File: src/rtl/uart_rx_cfg.sv
// Parametrised UART receiver: 2-flop input synchroniser, start-glitch rejection,
// configurable data width / parity / stop bits, parity, framing and break status.
`timescale 1ns/1ps
module uart_rx_cfg #(
    parameter int CLOCKS_PER_BIT = 217,
    parameter int DATA_BITS      = 8,
    parameter int PARITY_MODE    = 0,
    parameter int STOP_BITS      = 1
) (
    input  logic                 i_Clk,
    input  logic                 i_Rst_n,
    input  logic                 i_RX_Serial,
    output logic                 o_RX_DV,
    output logic [DATA_BITS-1:0] o_RX_Byte,
    output logic                 o_Parity_Err,
    output logic                 o_Frame_Err,
    output logic                 o_Break,
    output logic                 o_Busy
);

    localparam int CNT_W = $clog2(CLOCKS_PER_BIT);
    localparam int IDX_W = $clog2(DATA_BITS);
    localparam logic [CNT_W-1:0] HALF     = CNT_W'((CLOCKS_PER_BIT - 1) / 2);
    localparam logic [CNT_W-1:0] LAST     = CNT_W'(CLOCKS_PER_BIT - 1);
    localparam logic [IDX_W-1:0] LAST_IDX = IDX_W'(DATA_BITS - 1);
    localparam logic             LAST_STP = 1'(STOP_BITS - 1);
    localparam bit               HAS_PAR  = (PARITY_MODE != 0);
    localparam bit               ODD      = (PARITY_MODE == 1);

    typedef enum logic [2:0] {
        S_IDLE,
        S_START,
        S_DATA,
        S_PARITY,
        S_STOP,
        S_DONE,
        S_WAIT_IDLE
    } state_t;

    state_t               state_q, state_d;
    logic                 rx_meta_q, rx_s_q;
    logic [CNT_W-1:0]     cnt_q, cnt_d;
    logic [IDX_W-1:0]     idx_q, idx_d;
    logic                 sidx_q, sidx_d;
    logic [DATA_BITS-1:0] shift_q, shift_d;
    logic                 par_q, par_d;
    logic                 fpend_q, fpend_d;
    logic                 dv_q, dv_d;
    logic [DATA_BITS-1:0] byte_q, byte_d;
    logic                 perr_q, perr_d;
    logic                 ferr_q, ferr_d;
    logic                 brk_q, brk_d;
    logic                 busy_q, busy_d;
    logic                 stop_err;

    always_ff @(posedge i_Clk or negedge i_Rst_n) begin
        if (!i_Rst_n) begin
            rx_meta_q <= 1'b1;
            rx_s_q    <= 1'b1;
            state_q   <= S_IDLE;
            cnt_q     <= '0;
            idx_q     <= '0;
            sidx_q    <= 1'b0;
            shift_q   <= '0;
            par_q     <= 1'b0;
            fpend_q   <= 1'b0;
            dv_q      <= 1'b0;
            byte_q    <= '0;
            perr_q    <= 1'b0;
            ferr_q    <= 1'b0;
            brk_q     <= 1'b0;
            busy_q    <= 1'b0;
        end else begin
            rx_meta_q <= i_RX_Serial;
            rx_s_q    <= rx_meta_q;
            state_q   <= state_d;
            cnt_q     <= cnt_d;
            idx_q     <= idx_d;
            sidx_q    <= sidx_d;
            shift_q   <= shift_d;
            par_q     <= par_d;
            fpend_q   <= fpend_d;
            dv_q      <= dv_d;
            byte_q    <= byte_d;
            perr_q    <= perr_d;
            ferr_q    <= ferr_d;
            brk_q     <= brk_d;
            busy_q    <= busy_d;
        end
    end

    always_comb begin
        state_d  = state_q;
        cnt_d    = cnt_q;
        idx_d    = idx_q;
        sidx_d   = sidx_q;
        shift_d  = shift_q;
        par_d    = par_q;
        fpend_d  = fpend_q;
        dv_d     = 1'b0;
        byte_d   = byte_q;
        perr_d   = perr_q;
        ferr_d   = ferr_q;
        brk_d    = brk_q;
        stop_err = 1'b0;

        case (state_q)
            S_IDLE: begin
                cnt_d = '0;
                if (!rx_s_q) state_d = S_START;
            end
            S_START: begin
                if (cnt_q == HALF) begin
                    cnt_d = '0;
                    idx_d = '0;
                    state_d = rx_s_q ? S_IDLE : S_DATA;
                end else begin
                    cnt_d = cnt_q + CNT_W'(1);
                end
            end
            S_DATA: begin
                if (cnt_q == LAST) begin
                    cnt_d = '0;
                    shift_d[idx_q] = rx_s_q;
                    if (idx_q == LAST_IDX) begin
                        state_d = HAS_PAR ? S_PARITY : S_STOP;
                        sidx_d  = 1'b0;
                        fpend_d = 1'b0;
                    end else begin
                        idx_d = idx_q + IDX_W'(1);
                    end
                end else begin
                    cnt_d = cnt_q + CNT_W'(1);
                end
            end
            S_PARITY: begin
                if (cnt_q == LAST) begin
                    cnt_d   = '0;
                    par_d   = rx_s_q;
                    state_d = S_STOP;
                end else begin
                    cnt_d = cnt_q + CNT_W'(1);
                end
            end
            S_STOP: begin
                if (cnt_q == LAST) begin
                    cnt_d    = '0;
                    stop_err = fpend_q | ~rx_s_q;
                    fpend_d  = stop_err;
                    if (sidx_q == LAST_STP) begin
                        // Status is latched on entry to DONE so it is valid alongside the DV pulse.
                        state_d = S_DONE;
                        dv_d    = 1'b1;
                        byte_d  = shift_q;
                        perr_d  = HAS_PAR && ((^shift_q ^ par_q) != ODD);
                        ferr_d  = stop_err;
                        brk_d   = stop_err && (shift_q == '0) && (!HAS_PAR || !par_q);
                    end else begin
                        sidx_d = 1'b1;
                    end
                end else begin
                    cnt_d = cnt_q + CNT_W'(1);
                end
            end
            S_DONE: begin
                state_d = ferr_q ? S_WAIT_IDLE : S_IDLE;
            end
            S_WAIT_IDLE: begin
                if (rx_s_q) state_d = S_IDLE;
            end
            default: state_d = S_IDLE;
        endcase

        busy_d = (state_d != S_IDLE);
    end

    assign o_RX_DV      = dv_q;
    assign o_RX_Byte    = byte_q;
    assign o_Parity_Err = perr_q;
    assign o_Frame_Err  = ferr_q;
    assign o_Break      = brk_q;
    assign o_Busy       = busy_q;

endmodule
File: config.mk
export PLATFORM = sky130hd
export DESIGN_NAME = uart_rx_cfg
export DESIGN_NICKNAME = d
export VERILOG_FILES = /design/src/rtl/uart_rx_cfg.sv
export SDC_FILE = /design/constraint.sdc
export NUM_CORES = 1
export LEC_CHECK = 0
export CAP_MARGIN = 30
export CORE_MARGIN = 5
export CORE_UTILIZATION = 61
export DETAILED_ROUTE_END_ITERATION = 10
export PLACE_DENSITY = 0.83
export SLEW_MARGIN = 20
export SYNTH_ARGS = -nofsm -noshare
export SYNTH_HDL_FRONTEND = slang
export SYNTH_SLANG_ARGS = --single-unit
File: constraint.sdc
create_clock -name i_Clk -period 4.1 [get_ports i_Clk]
set_input_delay 0.82 -clock i_Clk [delete_from_list [all_inputs] [get_ports i_Clk]]
set_output_delay 0.82 -clock i_Clk [all_outputs]
set_load 0.02 [all_outputs]
Word-level counts from Yosys, hierarchy flattened --
Index checks and enable logic that the tools add are counted. Widths: inputs -> output; s select.
Storage, ports and cells: bits in registers 38, bits in latches 0, bits in writable memories 0, bits in read-only memories 0, input port bits 3, output and inout bits 13, logic and storage cells 78, memories kept 0
Operators by class: add/sub/neg operators 2, $mul 0, div/mod/pow operators 0, order comparisons 2, eq/ne operators 14, shifts and indexed selects 0, multiplexer cells 31, bitwise operators 3, reductions and logical operators 13
Operator list (count):
- $mux 3 | 12
- $pmux 8 s3 | 1
- $pmux 3 s7 | 1
- $mux 8 | 2
- $eq 3x3->1 const B | 4
- $ne 2x2->1 const B | 5
- $mux 1 | 9
- $add 8x1->8 const B | 1
- $bwmux 8 | 1
- $eq 8x7->1 const B | 1
- $eq 8x8->1 const B | 1
- $logic_not 8->1 | 1
- $reduce_and 4->1 | 2
- $eq 3x2->1 const B | 2
- $pmux 3 s2 | 1
- $reduce_bool 3->1 | 2
- $lt 3x4->1 const B | 1
- $pmux 1 s2 | 2
- $reduce_bool 2->1 | 2
- $add 3x1->3 const B | 1
- $demux 1 s3 | 1
- $eq 3x1->1 const B | 1
- $ge 3x1->1 const B | 1
- $logic_not 3->1 | 1
- 7 further kinds | 9

Logic depth before layout (Yosys ltp) --
Gate-level depths: netlist of run 1.
depth in word-level cells 5, depth in mapped cells 7, depth with buffers taken out 6

Worst setup path before layout of run 1 --
OpenSTA, ideal clock, no wires.
kind reg2reg, start register cnt_q[0], end register ferr_q, in the netlist o_Frame_Err, library setup time 0.125 ns, arrival 1.798 ns, data required time 3.975 ns, path slack 2.177 ns, cell stages (with the launch flop) 7, path buffers 1, clock period less this slack 1.923 ns, path through dfrtp_1 inv_1 ha_1 nand4b_1 or3_4 buf_6 mux2_4
On the way: cells in the longest elaborated chain, start to end 2
RTL lines:
- start: declaration | line 42 | logic [CNT_W-1:0] cnt_q, cnt_d;
- start signal: assignment | line 77 | cnt_q <= cnt_d;
- $eq 8x8->1 | line 146 | if (cnt_q == LAST) begin
- $reduce_and 3->1 (no source line)
- end signal: assignment | line 86 | ferr_q <= ferr_d;
- end: declaration | line 51 | logic ferr_q, ferr_d;
No other way between the ends. A chain may end at the register's enable or synchronous reset.

Worst setup path after layout of run 1 --
start register ferr_q, in the netlist o_Frame_Err, end output o_Frame_Err
RTL lines:
- end: declaration | line 16 | output logic o_Frame_Err,
No word-level cell between the ends.

==> summary.txt, run 1 <==
Job
  • Max-Cap Viols: 0

Logic synthesis
  • Synth async-reset ratio: 1.00
  • Yosys cell types: 48
  • Net Count, Synth: 185
  • Post-synth EDFFs: 0
  • Main flop type after synthesis: dfrtp_1
  • Synth area leader: dfrtp_1
  • Synthesized area: 1900 µm²
  • Synthesized area per cell: 10.7 µm²
  • Top cell type's share of synthesized area: 0.460
  • Post-synthesis register bit count: 37
  • Syn Inst Count: 178
  • Largest cells by area after synthesis: dfrtp_1, mux2_2, mux2_4
  • Post-synthesis sequential area ratio: 0.488
  • Synth warn: 0

Layout
  • Layout cells sized above 1: 0.182
  • Final antenna diode count: 0
  • Area growth syn-to-layout: 12.2%
  • Layout Cells excl Fill: 236
  • Nets: 198

Clock network
  • Clk_lat worst skew: 0.36 ns
  • CTS sink cnt: 37
  • PostCTS Resize Cnt: 0
  • Root Buffer: clkbuf_4
  • Post CTS Setup Buffer Count: 0
  • Deepest clock path buffer count: 2
  • Post-CTS Hold Buffers: 0
  • Reg clk slew, reported paths: 0.12 ns
  • CTS Buf Count: 5
  • H-Tree Depth: 2
  • CTS tree: yes

Routing
  • Antenna Nets Post-Route: 0
  • Vias per Instance: 5.86
  • WL/cell: 16.0 µm
  • TritonRoute pass-1 iters: 4
  • Drt initial violations: 89
  • Routed WL: 3.77 mm
  • DR DRC count: 0
  • Vias: 1,383

Setup path
  • Setup CP Type: register to output pin
  • Slowest CP cell: clkdlybuf4s50_1
  • WP buf/inv: 1
  • Startpoint types: register
  • CP Capture Type: output pin
  • Crit path DAT: 1.37 ns
  • Critical-path cell list: clkdlybuf4s50_1
  • WP data required: 3.28 ns
  • Crit-path leading delay family: buffers and inverters
  • Critical Path Max Stage Delay: 0.61 ns
  • Max FO, Critical Path: 3

Global route
  • First-pass GRT wire length: 6.55 mm
  • Largest net degree at the start of global routing: 38
  • Antenna violations before repair: 0
  • Routing usage on met1: 0.254
  • Total gr overflow: 0
  • Met3 usage: 0.0425
  • Vias in the first global route: 1,403
  • Grt met2 use: 0.329
  • Most used routing layer: met2
  • GRT Total Usage: 0.200

Timing
  • Final setup viols: 0
  • Slew headroom: 0.479
  • Final Skew: 0.0184 ns
  • Tmin final: 2.19 ns
  • Fmax: 458 MHz
  • Period utilization: 0.533
  • TNS Setup: 0 ns
  • Final hold vios: 0
  • RSZ-0062 raised after global routing: false
  • Slew Limit Fails: 0
  • Final WS setup: 1.91 ns
  • Actual slew at the worst max-slew pin: 0.781 ns

Placement
  • Dpl ws: 2.06 ns
  • Placer Congestion: 0.844
  • Cells after DPL: 228
  • Port bufs: 14
  • DP HPWL: 2.67 mm

Floorplan
  • I/O Pins: 16
  • Core area: 3030 µm²
  • Horiz. Die Dim: 65.9 µm
  • DIE AREA: 4340 µm²
  • # rows: 20
  • Die Y: 65.9 µm
  • Initial core utilization: 0.629

Pwr
  • Switching power: 0.137 mW
  • Comb pwr share: 0.014
  • Worst vdd ir: 0.283 mV
  • Pleak: 0.995 nW
  • Clock share of power: 0.418
  • Cell Int Power: 0.513 mW
  • Sequential power share: 0.567
  • Switch share: 0.211
  • PD cells: 304 nW/µm²

Outcome
  • Status: finished clean

Min path
  • Worst hold path type: register to register
==> synthesized netlist by cell type, types with 2 or more instances <==
| master | number |
|---|---|
| dfrtp_1 | 35 |
| nand2_1 | 24 |
| nor2_1 | 12 |
| nand3_1 | 11 |
| mux2_2 | 10 |
| o22ai_1 | 8 |
| mux2_4 | 7 |
| clkbuf_1 | 4 |
| ha_1 | 4 |
| nor2b_1 | 4 |
| nor3_1 | 4 |
| o21ai_0 | 4 |
| inv_1 | 3 |
| nand2b_1 | 3 |
| nor4_1 | 3 |
| o21a_1 | 3 |
| a32o_1 | 2 |
| and2_1 | 2 |
| and3_1 | 2 |
| buf_4 | 2 |
| dfstp_2 | 2 |
| nand3b_1 | 2 |
| nor3b_1 | 2 |
==> sequential cells by signal, summed over array words and instances (netlist names) <==
register     cells
cnt_q            8
fpend_q          1
idx_q            3
o_Break          1
o_Busy           1
o_Frame_Err      1
o_RX_Byte        8
o_RX_DV          1
rx_meta_q        1
rx_s_q           1
shift_q          8
state_q          3
==> layout by cell type (no fill, tap or decap), types with 4 or more instances in the layout <==
| cell | n |
|---|---|
| nor2_1 | 12 |
| dfrtp_1 | 35 |
| o21ai_0 | 4 |
| ha_1 | 4 |
| nor3_1 | 4 |
| nor2b_1 | 4 |
| nand3_1 | 11 |
| clkbuf_4 | 5 |
| clkdlybuf4s50_1 | 13 |
| nand2_1 | 24 |
| o22ai_1 | 8 |
| mux2_4 | 7 |
| mux2_2 | 10 |
==> metrics by stage <==
step / utilization / instance area, µm² / power [mW] / hold WS [ns]
6_report: 0.705 / 2140 / 0.650 / 0.363
5_1_grt: 0.705 / 2140 / 0.669 / 0.371
4_1_cts: 0.705 / 2140 / 0.654 / 0.366
3_5_place_dp: 0.676 / 2050 / 0.386 / 0.350
3_3_place_gp: 0.676 / 2050 / 0.385 / 0.349
2_1_floorplan: - / 1900 / 0.377 / 0.345
==> routing by layer <==
metal | part of all wire | up-vias
met3 | 0.036 | 6
li1 | - | 669
met1 | 0.46 | 679
met2 | 0.49 | 29
met5 | 0 | -
met4 | 0.016 | 0
==> cell type report <==
type                            count  area (µm²)
Sequential cell                    37         928
Multi-Input combinational cell    130         917
Fill cell                         232         892
Timing Repair Buffer               14         135
Tap cell                           44        55.1
Clock buffer                        6        51.3
Clock inverter                      2        37.5
Inverter                            3        11.3
==> path summary, 6_finish.rpt <==
path	start	endpoint	slack, ns	depth (start not counted)
setup / recovery	o_Frame_Err$_DFFE_PN0P_	o_Frame_Err	1.91	1
hold / removal	rx_meta_q$_DFF_PN1_	rx_s_q$_DFF_PN1_	0.36	0
setup reg to reg	cnt_q[0]$_DFFE_PN0P_	o_RX_Byte[4]$_DFFE_PN0P_	2.06	5
hold reg to reg	rx_meta_q$_DFF_PN1_	rx_s_q$_DFF_PN1_	0.36	0
max in group asynchronous	i_Rst_n	cnt_q[3]$_DFFE_PN0P_	3.06	1
min in group asynchronous	i_Rst_n	o_Frame_Err$_DFFE_PN0P_	0.52	1
==> kinds of logic (layout without fill, tap and decap cells) <==
| logic type | count (synthesis) | count (layout) | share of synthesized area |
|---|---|---|---|
| flops | 37 | 37 | 0.488 |
| buf+inv | 11 | 25 | 0.0302 |
| compound gates | 27 | 27 | 0.101 |
| fa+ha+maj | 4 | 4 | 0.0263 |
| other cells | 1 | 1 | 0.00197 |
| mux | 17 | 17 | 0.114 |
| simple gates | 81 | 81 | 0.238 |
==> power groups by stage <==
stage          logic [mW]  registers, mW  clock network [mW]
2_1_floorplan     0.00313          0.374                   0
3_3_place_gp      0.00968          0.376                   0
3_5_place_dp      0.00996          0.376                   0
4_1_cts           0.00995          0.369               0.275
5_1_grt            0.0111          0.369               0.288
6_report          0.00933          0.369               0.272
Power figures use the tool's default switching activity.
==> run 2, diff against run 1 <==
--- a/config.mk
+++ b/config.mk
@@ -7,9 +7,9 @@
 export LEC_CHECK = 0
 export CAP_MARGIN = 30
 export CORE_MARGIN = 5
-export CORE_UTILIZATION = 61
+export CORE_UTILIZATION = 51
 export DETAILED_ROUTE_END_ITERATION = 10
-export PLACE_DENSITY = 0.83
+export PLACE_DENSITY = 0.74
 export SLEW_MARGIN = 20
 export SYNTH_ARGS = -nofsm -noshare
 export SYNTH_HDL_FRONTEND = slang
==> constraint.sdc (replaced) <==
create_clock -name i_Clk -period 1.9 [get_ports i_Clk]
set_input_delay 0.38 -clock i_Clk [delete_from_list [all_inputs] [get_ports i_Clk]]
set_output_delay 0.38 -clock i_Clk [all_outputs]
set_load 0.02 [all_outputs]
==> run 2 against run 1 <==
Against the previous run: sequential cell count unchanged; sequential power grew 120%; clock-buffer cell count decreased by 1.
==> summary.txt, run 2 (synthesis gave the netlist of run 1 again) <==
Outcome
  • Status: finished clean

Timing
  • Period utilization: 0.949
  • Final Skew: 0.00862 ns
  • Slew Limit Fails: 0
  • Fmax: 554 MHz
  • RSZ-0062 raised after global routing: false
  • Final hold vios: 0
  • Final setup viols: 0
  • Tmin final: 1.80 ns

Placement
  • DP HPWL: 2.66 mm
  • DP Area: 2150 µm²
  • Port bufs: 14
  • Placer Congestion: 0.826

Pwr
  • Worst vdd ir: 0.538 mV
  • Pleak: 1.08 nW
  • PD cells: 714 nW/µm²

Setup path
  • Critical Path Source: state_q[0]$_DFF_PN0_
  • Slowest CP cell: or3_4
  • Setup CP Type: register to register
  • Critical-path cell list: or3b_4 -> or3_4 -> mux2_4
  • WP data required: 2.07 ns
  • Crit-path leading delay family: simple AND/OR/NAND/NOR gates
  • CP Capture Type: register
  • Reg-to-reg startpoint: state_q[0]$_DFF_PN0_
  • Critical Path Max Stage Delay: 0.51 ns
  • Max FO, Critical Path: 12
  • Crit path DAT: 1.97 ns
  • Startpoint types: register
  • WP buf/inv: 0

Routing
  • Vias per Instance: 5.61
  • TritonRoute pass-1 iters: 4
  • WL/cell: 14.9 µm
  • DR DRC count: 0
  • Antenna Nets Post-Route: 0
  • Vias: 1,407
  • Drt initial violations: 100
  • Routed WL: 3.75 mm

Clock network
  • Post CTS Setup Buffer Count: 0
  • Reg clk slew, reported paths: 0.08 ns
  • CTS tree: yes
  • Clk_lat worst skew: 0.28 ns
  • CTS sink cnt: 37
  • PostCTS Resize Cnt: 0
  • CTS Buf Count: 5
  • Post-CTS Hold Buffers: 0
  • H-Tree Depth: 2
  • Root Buffer: clkbuf_8
  • Deepest clock path buffer count: 2

Layout
  • Util after Layout: 0.632
  • Final instance area: 2300 µm²
  • Final antenna diode count: 0
  • Most frequent cells in the layout: dfrtp_1, nand2_1, clkdlybuf4s50_1
  • Area growth syn-to-layout: 20.6%
  • Fillcell total: 294
  • Commonest non-fill, non-tap cell in the layout: dfrtp_1
  • Layout cells sized above 1: 0.236
  • Nets: 209

Job
  • Max-Cap Viols: 0

Global route
  • Antenna violations before repair: 0
  • Met3 usage: 0.0398
  • Routing usage on met1: 0.229
  • Total gr overflow: 0
  • GRT Total Usage: 0.163
  • Vias in the first global route: 1,427
  • Most used routing layer: met2
  • Grt met2 use: 0.248
  • First-pass GRT wire length: 6.57 mm
  • Largest net degree at the start of global routing: 20

Floorplan
  • I/O Pins: 16
  • Initial core utilization: 0.524
  • Horiz. Die Dim: 71.1 µm
  • DIE AREA: 5050 µm²
  • Core area: 3630 µm²
  • # rows: 22
  • Die Y: 71.1 µm

Min path
  • Worst hold path type: input port to async pin
run 2: where the power goes:
part / internal, mW / total (mW) / switching (mW) / leakage [nW]
logic: 0.00729 / 0.0262 / 0.0189 / 0.519
registers: 0.791 / 0.795 / 0.00416 / 0.490
clock network: 0.529 / 0.818 / 0.289 / 0.0687
total: 1.33 / 1.64 / 0.312 / 1.08
run 2: final cells by class:
| type | count | area [µm²] | area share |
|---|---|---|---|
| Clock buffer | 5 | 68.8 | 0.0300 |
| Clock inverter | 3 | 68.8 | 0.0300 |
| Inverter | 3 | 11.3 | 0.00490 |
| Multi-Input combinational cell | 130 | 928 | 0.404 |
| Sequential cell | 37 | 928 | 0.404 |
| Tap cell | 48 | 60.1 | 0.0262 |
| Timing Repair Buffer | 25 | 230 | 0.100 |
run 2: layer usage:
metal	vias up	wire [µm]
met5	-	0
met2	30	1790
li1	685	-
met3	2	190
met4	0	8
met1	690	1770
run 2: worst paths after layout:
kind / endpoint / slack, ns / depth (start not counted)
setup / recovery: o_RX_Byte[5]$_DFFE_PN0P_ / 0.1 / 3
hold / removal: cnt_q[1]$_DFFE_PN0P_ / 0.04 / 1
setup reg to reg: o_RX_Byte[5]$_DFFE_PN0P_ / 0.1 / 3
hold reg to reg: rx_s_q$_DFF_PN1_ / 0.36 / 0
max in group asynchronous: shift_q[4]$_DFFE_PN0P_ / 1.40 / 2
min in group i_Clk: rx_s_q$_DFF_PN1_ / 0.36 / 0
run 2: through the flow:
stage          worst slack (ns)  hold WS [ns]  setup TNS, ns  instances  power [mW]
2_1_floorplan           -0.0227        0.0844         -0.159        178       0.814
3_3_place_gp              0.115         0.346              0        243       0.838
3_5_place_dp             0.0482         0.348              0        243       0.838
4_1_cts                  0.0201        0.0490              0        251        1.66
5_1_grt                 0.00724        0.0728              0        251        1.69
6_report                 0.0960        0.0410              0        251        1.64
==> run 3, diff against run 2 <==
--- a/config.mk
+++ b/config.mk
@@ -5,7 +5,7 @@
 export SDC_FILE = /design/constraint.sdc
 export NUM_CORES = 1
 export LEC_CHECK = 0
-export CAP_MARGIN = 30
+export CAP_MARGIN = 0
 export CORE_MARGIN = 5
 export CORE_UTILIZATION = 51
 export DETAILED_ROUTE_END_ITERATION = 10
==> results of run 3 <==
Final layout, timing and power as in run 2 (identical DEF).
